### config.mk
export PLATFORM = sky130hd
export DESIGN_NAME = vec_int_ctrl
export DESIGN_NICKNAME = d
export VERILOG_FILES = /design/src/rtl/vec_int_ctrl.sv
export SDC_FILE = /design/constraint.sdc
export NUM_CORES = 1
export LEC_CHECK = 0
export CORE_AREA = 2 2 62 64
export CTS_CLUSTER_DIAMETER = 120
export DETAILED_ROUTE_END_ITERATION = 8
export DIE_AREA = 0 0 64 66
export MAX_ROUTING_LAYER = met4
export PLACE_DENSITY = 0.71
export SYNTH_ARGS = -nofsm -noshare
export SYNTH_HDL_FRONTEND = slang
export SYNTH_SLANG_ARGS = --single-unit
### constraint.sdc
create_clock -name t3 -period 2.1 [get_ports t3]
set_clock_uncertainty 0.15 [all_clocks]
set_input_delay 0.315 -clock t3 [delete_from_list [all_inputs] [get_ports t3]]
set_output_delay 0.315 -clock t3 [all_outputs]
set_load 0.05 [all_outputs]
### src/rtl/vec_int_ctrl.sv
// Vectored interrupt controller: NCH prioritised, maskable, optionally nestable sources.
// Latency: boundary -> int_req 1 cycle; int_ack -> vec_vld 1 cycle; pulse -> pending 3 cycles.
// Backpressure: a selected request is held on int_req until int_ack; later edges just stay pending.
//
// Ports:
//   t3          clock, all state updates on its falling edge
//   clr         asynchronous active-low reset
//   pulse       raw request lines, asynchronous to t3 (must stay high >= 2 t3 periods)
//   mask_wr     load mask register from mask_in (1 = channel masked)
//   ei / di     enable / disable strobes from the decoded instruction
//   boundary    last beat of the current instruction
//   int_ack     controller has entered the interrupt-entry sequence
//   iret        IRET executing
//   int_req     request to run the entry sequence
//   vec         vector of the selected channel, qualified by the vec_vld strobe
//   en_int      global interrupt enable
//   pending     latched requests
//   in_service  in-service register
//   nest_lvl    popcount of in_service
module vec_int_ctrl #(
   parameter int               NCH        = 4,
   parameter int               VEC_W      = 8,
   parameter logic [VEC_W-1:0] VEC_BASE   = 8'hE0,
   parameter int               VEC_STRIDE = 4,
   parameter bit               NEST       = 1'b1
) (
   input  logic                       t3,
   input  logic                       clr,
   input  logic [NCH-1:0]             pulse,
   input  logic                       mask_wr,
   input  logic [NCH-1:0]             mask_in,
   input  logic                       ei,
   input  logic                       di,
   input  logic                       boundary,
   input  logic                       int_ack,
   input  logic                       iret,
   output logic                       int_req,
   output logic [VEC_W-1:0]           vec,
   output logic                       vec_vld,
   output logic                       en_int,
   output logic [NCH-1:0]             pending,
   output logic [NCH-1:0]             in_service,
   output logic [$clog2(NCH+1)-1:0]   nest_lvl
);

   localparam int SEL_W = (NCH > 1) ? $clog2(NCH) : 1;
   localparam int LVL_W = $clog2(NCH + 1);

   typedef enum logic [1:0] {
      IDLE  = 2'd0,
      REQ   = 2'd1,
      ENTRY = 2'd2
   } state_t;

   state_t             state;
   logic [SEL_W-1:0]   sel;
   logic [NCH-1:0]     mask;

   // Two-flop synchroniser plus one history flop for edge detection.
   logic [NCH-1:0]     sync1;
   logic [NCH-1:0]     sync2;
   logic [NCH-1:0]     sync3;
   logic [NCH-1:0]     rise;

   logic [NCH-1:0]     higher;
   logic [NCH-1:0]     elig;
   logic [SEL_W-1:0]   pick;
   logic [NCH-1:0]     sel_oh;
   logic [NCH-1:0]     iret_clr;
   logic [NCH-1:0]     entry_set;
   logic [NCH-1:0]     pending_nxt;
   logic [NCH-1:0]     in_service_nxt;
   logic               entry_go;
   logic               take;
   logic [VEC_W-1:0]   vec_calc;

   function automatic logic [LVL_W-1:0] popcnt(input logic [NCH-1:0] v);
      logic [LVL_W-1:0] c;
      c = '0;
      for (int i = 0; i < NCH; i++) begin
         c = c + LVL_W'(v[i]);
      end
      return c;
   endfunction

   assign rise = sync2 & ~sync3;

   // The ENTRY side effects (pending clear, in_service set, en_int clear)
   // are applied on the same edge that raises vec_vld, so they are visible
   // together with the vector.
   assign entry_go = (state == REQ) && int_ack;

   // Channels strictly higher in priority than the highest in-service one.
   // Index 0 is the highest priority, so bit i stays eligible only while no
   // in_service bit at index <= i is set.
   always_comb begin
      logic blk;
      blk    = 1'b0;
      higher = '0;
      for (int i = 0; i < NCH; i++) begin
         blk       = blk | in_service[i];
         higher[i] = ~blk;
      end
      if (!NEST) begin
         higher = (in_service == '0) ? '1 : '0;
      end
   end

   // The registered mask is used, so a mask_wr in the decision cycle does
   // not influence that decision.
   assign elig = pending & ~mask & higher;
   assign take = (state == IDLE) && en_int && (|elig) && boundary;

   // Lowest set index of elig wins.
   always_comb begin
      logic found;
      found = 1'b0;
      pick  = '0;
      for (int i = 0; i < NCH; i++) begin
         if (elig[i] && !found) begin
            pick  = SEL_W'(i);
            found = 1'b1;
         end
      end
   end

   // One-hot of the highest-priority in-service bit, taken from the
   // pre-update register so a same-cycle ENTRY set is never cleared.
   always_comb begin
      logic found;
      found    = 1'b0;
      iret_clr = '0;
      for (int i = 0; i < NCH; i++) begin
         iret_clr[i] = in_service[i] & ~found;
         found       = found | in_service[i];
      end
   end

   always_comb begin
      sel_oh = '0;
      for (int i = 0; i < NCH; i++) begin
         sel_oh[i] = (sel == SEL_W'(i));
      end
   end

   assign entry_set = entry_go ? sel_oh : '0;

   // A fresh edge on sel during entry re-sets the bit after the clear.
   assign pending_nxt    = (pending & ~entry_set) | rise;
   assign in_service_nxt = (in_service & ~(iret ? iret_clr : '0)) | entry_set;

   // Overflow beyond VEC_W bits is intentionally dropped.
   assign vec_calc = VEC_BASE + VEC_W'(VEC_STRIDE) * VEC_W'(sel);

   // Capture, mask, in-service and global-enable state.
   always_ff @(negedge t3 or negedge clr) begin
      if (!clr) begin
         sync1      <= '0;
         sync2      <= '0;
         sync3      <= '0;
         pending    <= '0;
         in_service <= '0;
         nest_lvl   <= '0;
         mask       <= '0;
         en_int     <= 1'b1;
      end else begin
         sync1      <= pulse;
         sync2      <= sync1;
         sync3      <= sync2;
         pending    <= pending_nxt;
         in_service <= in_service_nxt;
         nest_lvl   <= popcnt(in_service_nxt);
         if (mask_wr) begin
            mask <= mask_in;
         end
         if (entry_go) begin
            en_int <= 1'b0;
         end else if (di) begin
            en_int <= 1'b0;
         end else if (ei || iret) begin
            en_int <= 1'b1;
         end
      end
   end

   // Request handshake FSM. sel is frozen from IDLE->REQ until the entry
   // completes; nothing in REQ except int_ack moves the machine.
   always_ff @(negedge t3 or negedge clr) begin
      if (!clr) begin
         state   <= IDLE;
         sel     <= '0;
         int_req <= 1'b0;
         vec_vld <= 1'b0;
         vec     <= VEC_BASE;
      end else begin
         vec_vld <= 1'b0;
         case (state)
            IDLE: begin
               if (take) begin
                  state   <= REQ;
                  sel     <= pick;
                  int_req <= 1'b1;
               end
            end
            REQ: begin
               if (int_ack) begin
                  state   <= ENTRY;
                  int_req <= 1'b0;
                  vec_vld <= 1'b1;
                  vec     <= vec_calc;
               end
            end
            ENTRY: begin
               state <= IDLE;
            end
            default: begin
               state   <= IDLE;
               int_req <= 1'b0;
            end
         endcase
      end
   end

endmodule
==> impl_metrics.toml <==
[min_path]
holdPathStages = 0
hp-class = "reg2reg"

[critical_path]
crit_type = "in2reg"
reg2regPathDepth = 9
required_ps = 1090
end_kind = "register"
cp-start-kind = "input port"
arrival_ps = 1820
cp_max_fo = 3

[timing]
report.final.slew_viol_count = 0
finalHoldViolCount = 0
setup_ws_ps = -727.3
finalSetupViolations = 22
whs_ps = 147.2
rsz0062_at_grt = "yes"

[synthesis]
yosys_warnings = 0
yosysSeqAreaShare_pct = 63.08
synth_adder_area_share_pct = 3.150
synth_top_family_by_area = "compound AO/OA/AOI/OAI gates"
yosys.area_share.simple_pct = 11.11
synth_xor_area_share_pct = 0
synth-edff-count = 0
avgSynthCellArea_um2 = 12.88
synth_seq_cells = 36
synthMuxAreaShare_pct = 3.150
synth_cell_types = 37
syn_inst = 111
synth_compound_area_share_pct = 11.64
synth-async-reset-ratio_pct = 100.0
synth_area_um2 = 1430
ys.flop_type = "dfrtn_1"

[detailed_routing]
drt_iter0_markers = 15
num_vias = 1130
drtAntennaViolNets = 0
drt_wl_total_um = 3540
first_pass_iters = 4
drc_errors = 0
wl_per_cell_um = 15.13
via_per_inst = 4.829

[clock_network]
cts_tree = "done"
clock_sinks = 36
insertion_delay_ps = 390
clock_path_buffers = 2
cts_hold_buf = 0
clkTransAtPathRegs_ps = 70
cts-root-buf = "clkbuf_4"
numCtsBuffers = 5
htree_levels = 2

[floorplan]
initial_core_util_pct = 40.27
fp.coreArea_um2 = 3551
die_area_um2 = 4224
num_rows = 22
die_y_um = 66
dieWidth_um = 64
io_pins = 38

[place]
dp_hpwl_um = 2391
place_congestion = 0.8264
post_dp_cell_area_um2 = 2185
port_buffers = 31
place_inst = 215

[grt]
grt_usage_pct = 18.95
grt_pass1_vias = 1226
grt_max_degree = 14
grt_pass1_wl_um = 5678
grt_antenna_before_repair = 0
grt_overflow = 0

[layout]
area_growth_pct = 68.68
diodes = 0
fin_nets = 204
final_core_util_pct = 67.94
final_area_um2 = 2412
instances_no_fill = 234
layout-drive-gt1-share_pct = 48.39

[pwr]
vdd_drop_max_uv = 610.3
power_leakage_nw = 1.155
powerDensity_nw_per_um2 = 1211

[run]
drv_cap = 0

[outcome]
violations = "negative setup slack"
outcome = "complete, but fails checks"
[kinds of logic after synthesis]
logic type / count (synthesis)
AOI/OAI and AO/OA: 23
DFF: 36
adders and majority gates: 3
and+or+nand+nor: 23
muxes: 4
buffers and inverters: 20
other: 2
[power breakdown]
part / leakage, nW / internal, mW / switching [mW]
clock network: 0.0379 / 0.168 / 0.233
logic: 0.689 / 0.761 / 0.755
registers: 0.428 / 0.852 / 0.153
total: 1.16 / 1.78 / 1.14
[final timing paths]
path,from,endpoint,slack [ps]
worst max-delay path,int_ack,nest_lvl[1],-730
worst max register to register,in_service[2],nest_lvl[1],-200
max in group asynchronous,clr,sync2[1],430
min in group asynchronous,clr,vec[3],1070
worst min-delay path,sync1[3],sync2[3],150
worst min register to register,sync1[3],sync2[3],150
[flip-flops by register name (all words and copies together), names as in the netlist]
signal	cells
en_int	1
in_service	4
int_req	1
mask	4
nest_lvl	3
pending	4
sel	2
state	2
sync1	4
sync2	4
sync3	4
vec	2
vec_vld	1
[layout make-up]
class / instances / area [um2]
Inverter: 12 / 47.55
Clock inverter: 1 / 3.754
Timing Repair Buffer: 70 / 815.8
Tap cell: 48 / 60.06
Fill cell: 253 / 1139
Sequential cell: 36 / 902.1
Clock buffer: 8 / 58.81
Multi-Input combinational cell: 59 / 524.3
[Yosys cell counts (2+ instances only)]
cell type | count | area share [%]
mux2_2 | 4 | 3.1
nor3_2 | 2 | 1.4
nand2_1 | 6 | 1.6
dfrtn_1 | 35 | 61
ha_1 | 2 | 1.7
o21ai_0 | 9 | 3.1
nor3b_1 | 2 | 1.0
inv_1 | 13 | 3.4
buf_4 | 6 | 3.1
conb_1 | 2 | 0.53
nand3_1 | 2 | 0.70
nor2b_1 | 2 | 0.87
nor3_1 | 2 | 0.70
[critical path, stage by stage]
cell	delay (ps)
buf_8	70
nand4b_1	200
a2bb2oi_2	230
fa_1	590
inv_2	60
ha_4	160
ha_4	200
[cell usage in the layout (no fill, tap or decap), types with 2 or more instances in the layout]
cell | Yosys | final
dfrtn_1 | 35 | 35
buf_8 | 0 | 2
nand3_2 | 0 | 2
o21ai_0 | 9 | 4
mux2_2 | 4 | 4
clkbuf_4 | 0 | 5
inv_1 | 13 | 11
conb_1 | 2 | 6
o21ai_1 | 0 | 2
nor3_1 | 2 | 2
clkdlybuf4s50_1 | 0 | 11
buf_12 | 0 | 18
nor3b_1 | 2 | 2
nand2_1 | 6 | 6
clkbuf_1 | 0 | 2
nor3_2 | 2 | 2
o21ai_2 | 1 | 3
buf_4 | 6 | 32
buf_6 | 1 | 5
nor2b_1 | 2 | 2
ha_4 | 0 | 2
[metal layers]
metal	vias to the layer above	track usage, %	wire length, um
met5	-	-	0
met4	0	9.511	85
met3	10	5.451	236
met2	50	30.73	1753
met1	550	21.56	1465
li1	520	-	-
[repair_timing]
action                     CTS  global route
pin swaps                    8             6
resized for setup           26            10
setup buffers                8             3
cloned                       0             0
setup endpoints to repair   39            26
[metrics by stage]
stage / setup WS (ps) / setup TNS, ps / power [mW]
2_1_floorplan: -956.5 / -4526 / 1.625
3_3_place_gp: -1398 / -15500 / 2.333
3_5_place_dp: -1484 / -16140 / 2.363
4_1_cts: -664.4 / -8025 / 2.855
5_1_grt: -741.6 / -8634 / 3.066
6_report: -727.3 / -8075 / 2.922
(Power assumes the default switching activity.)
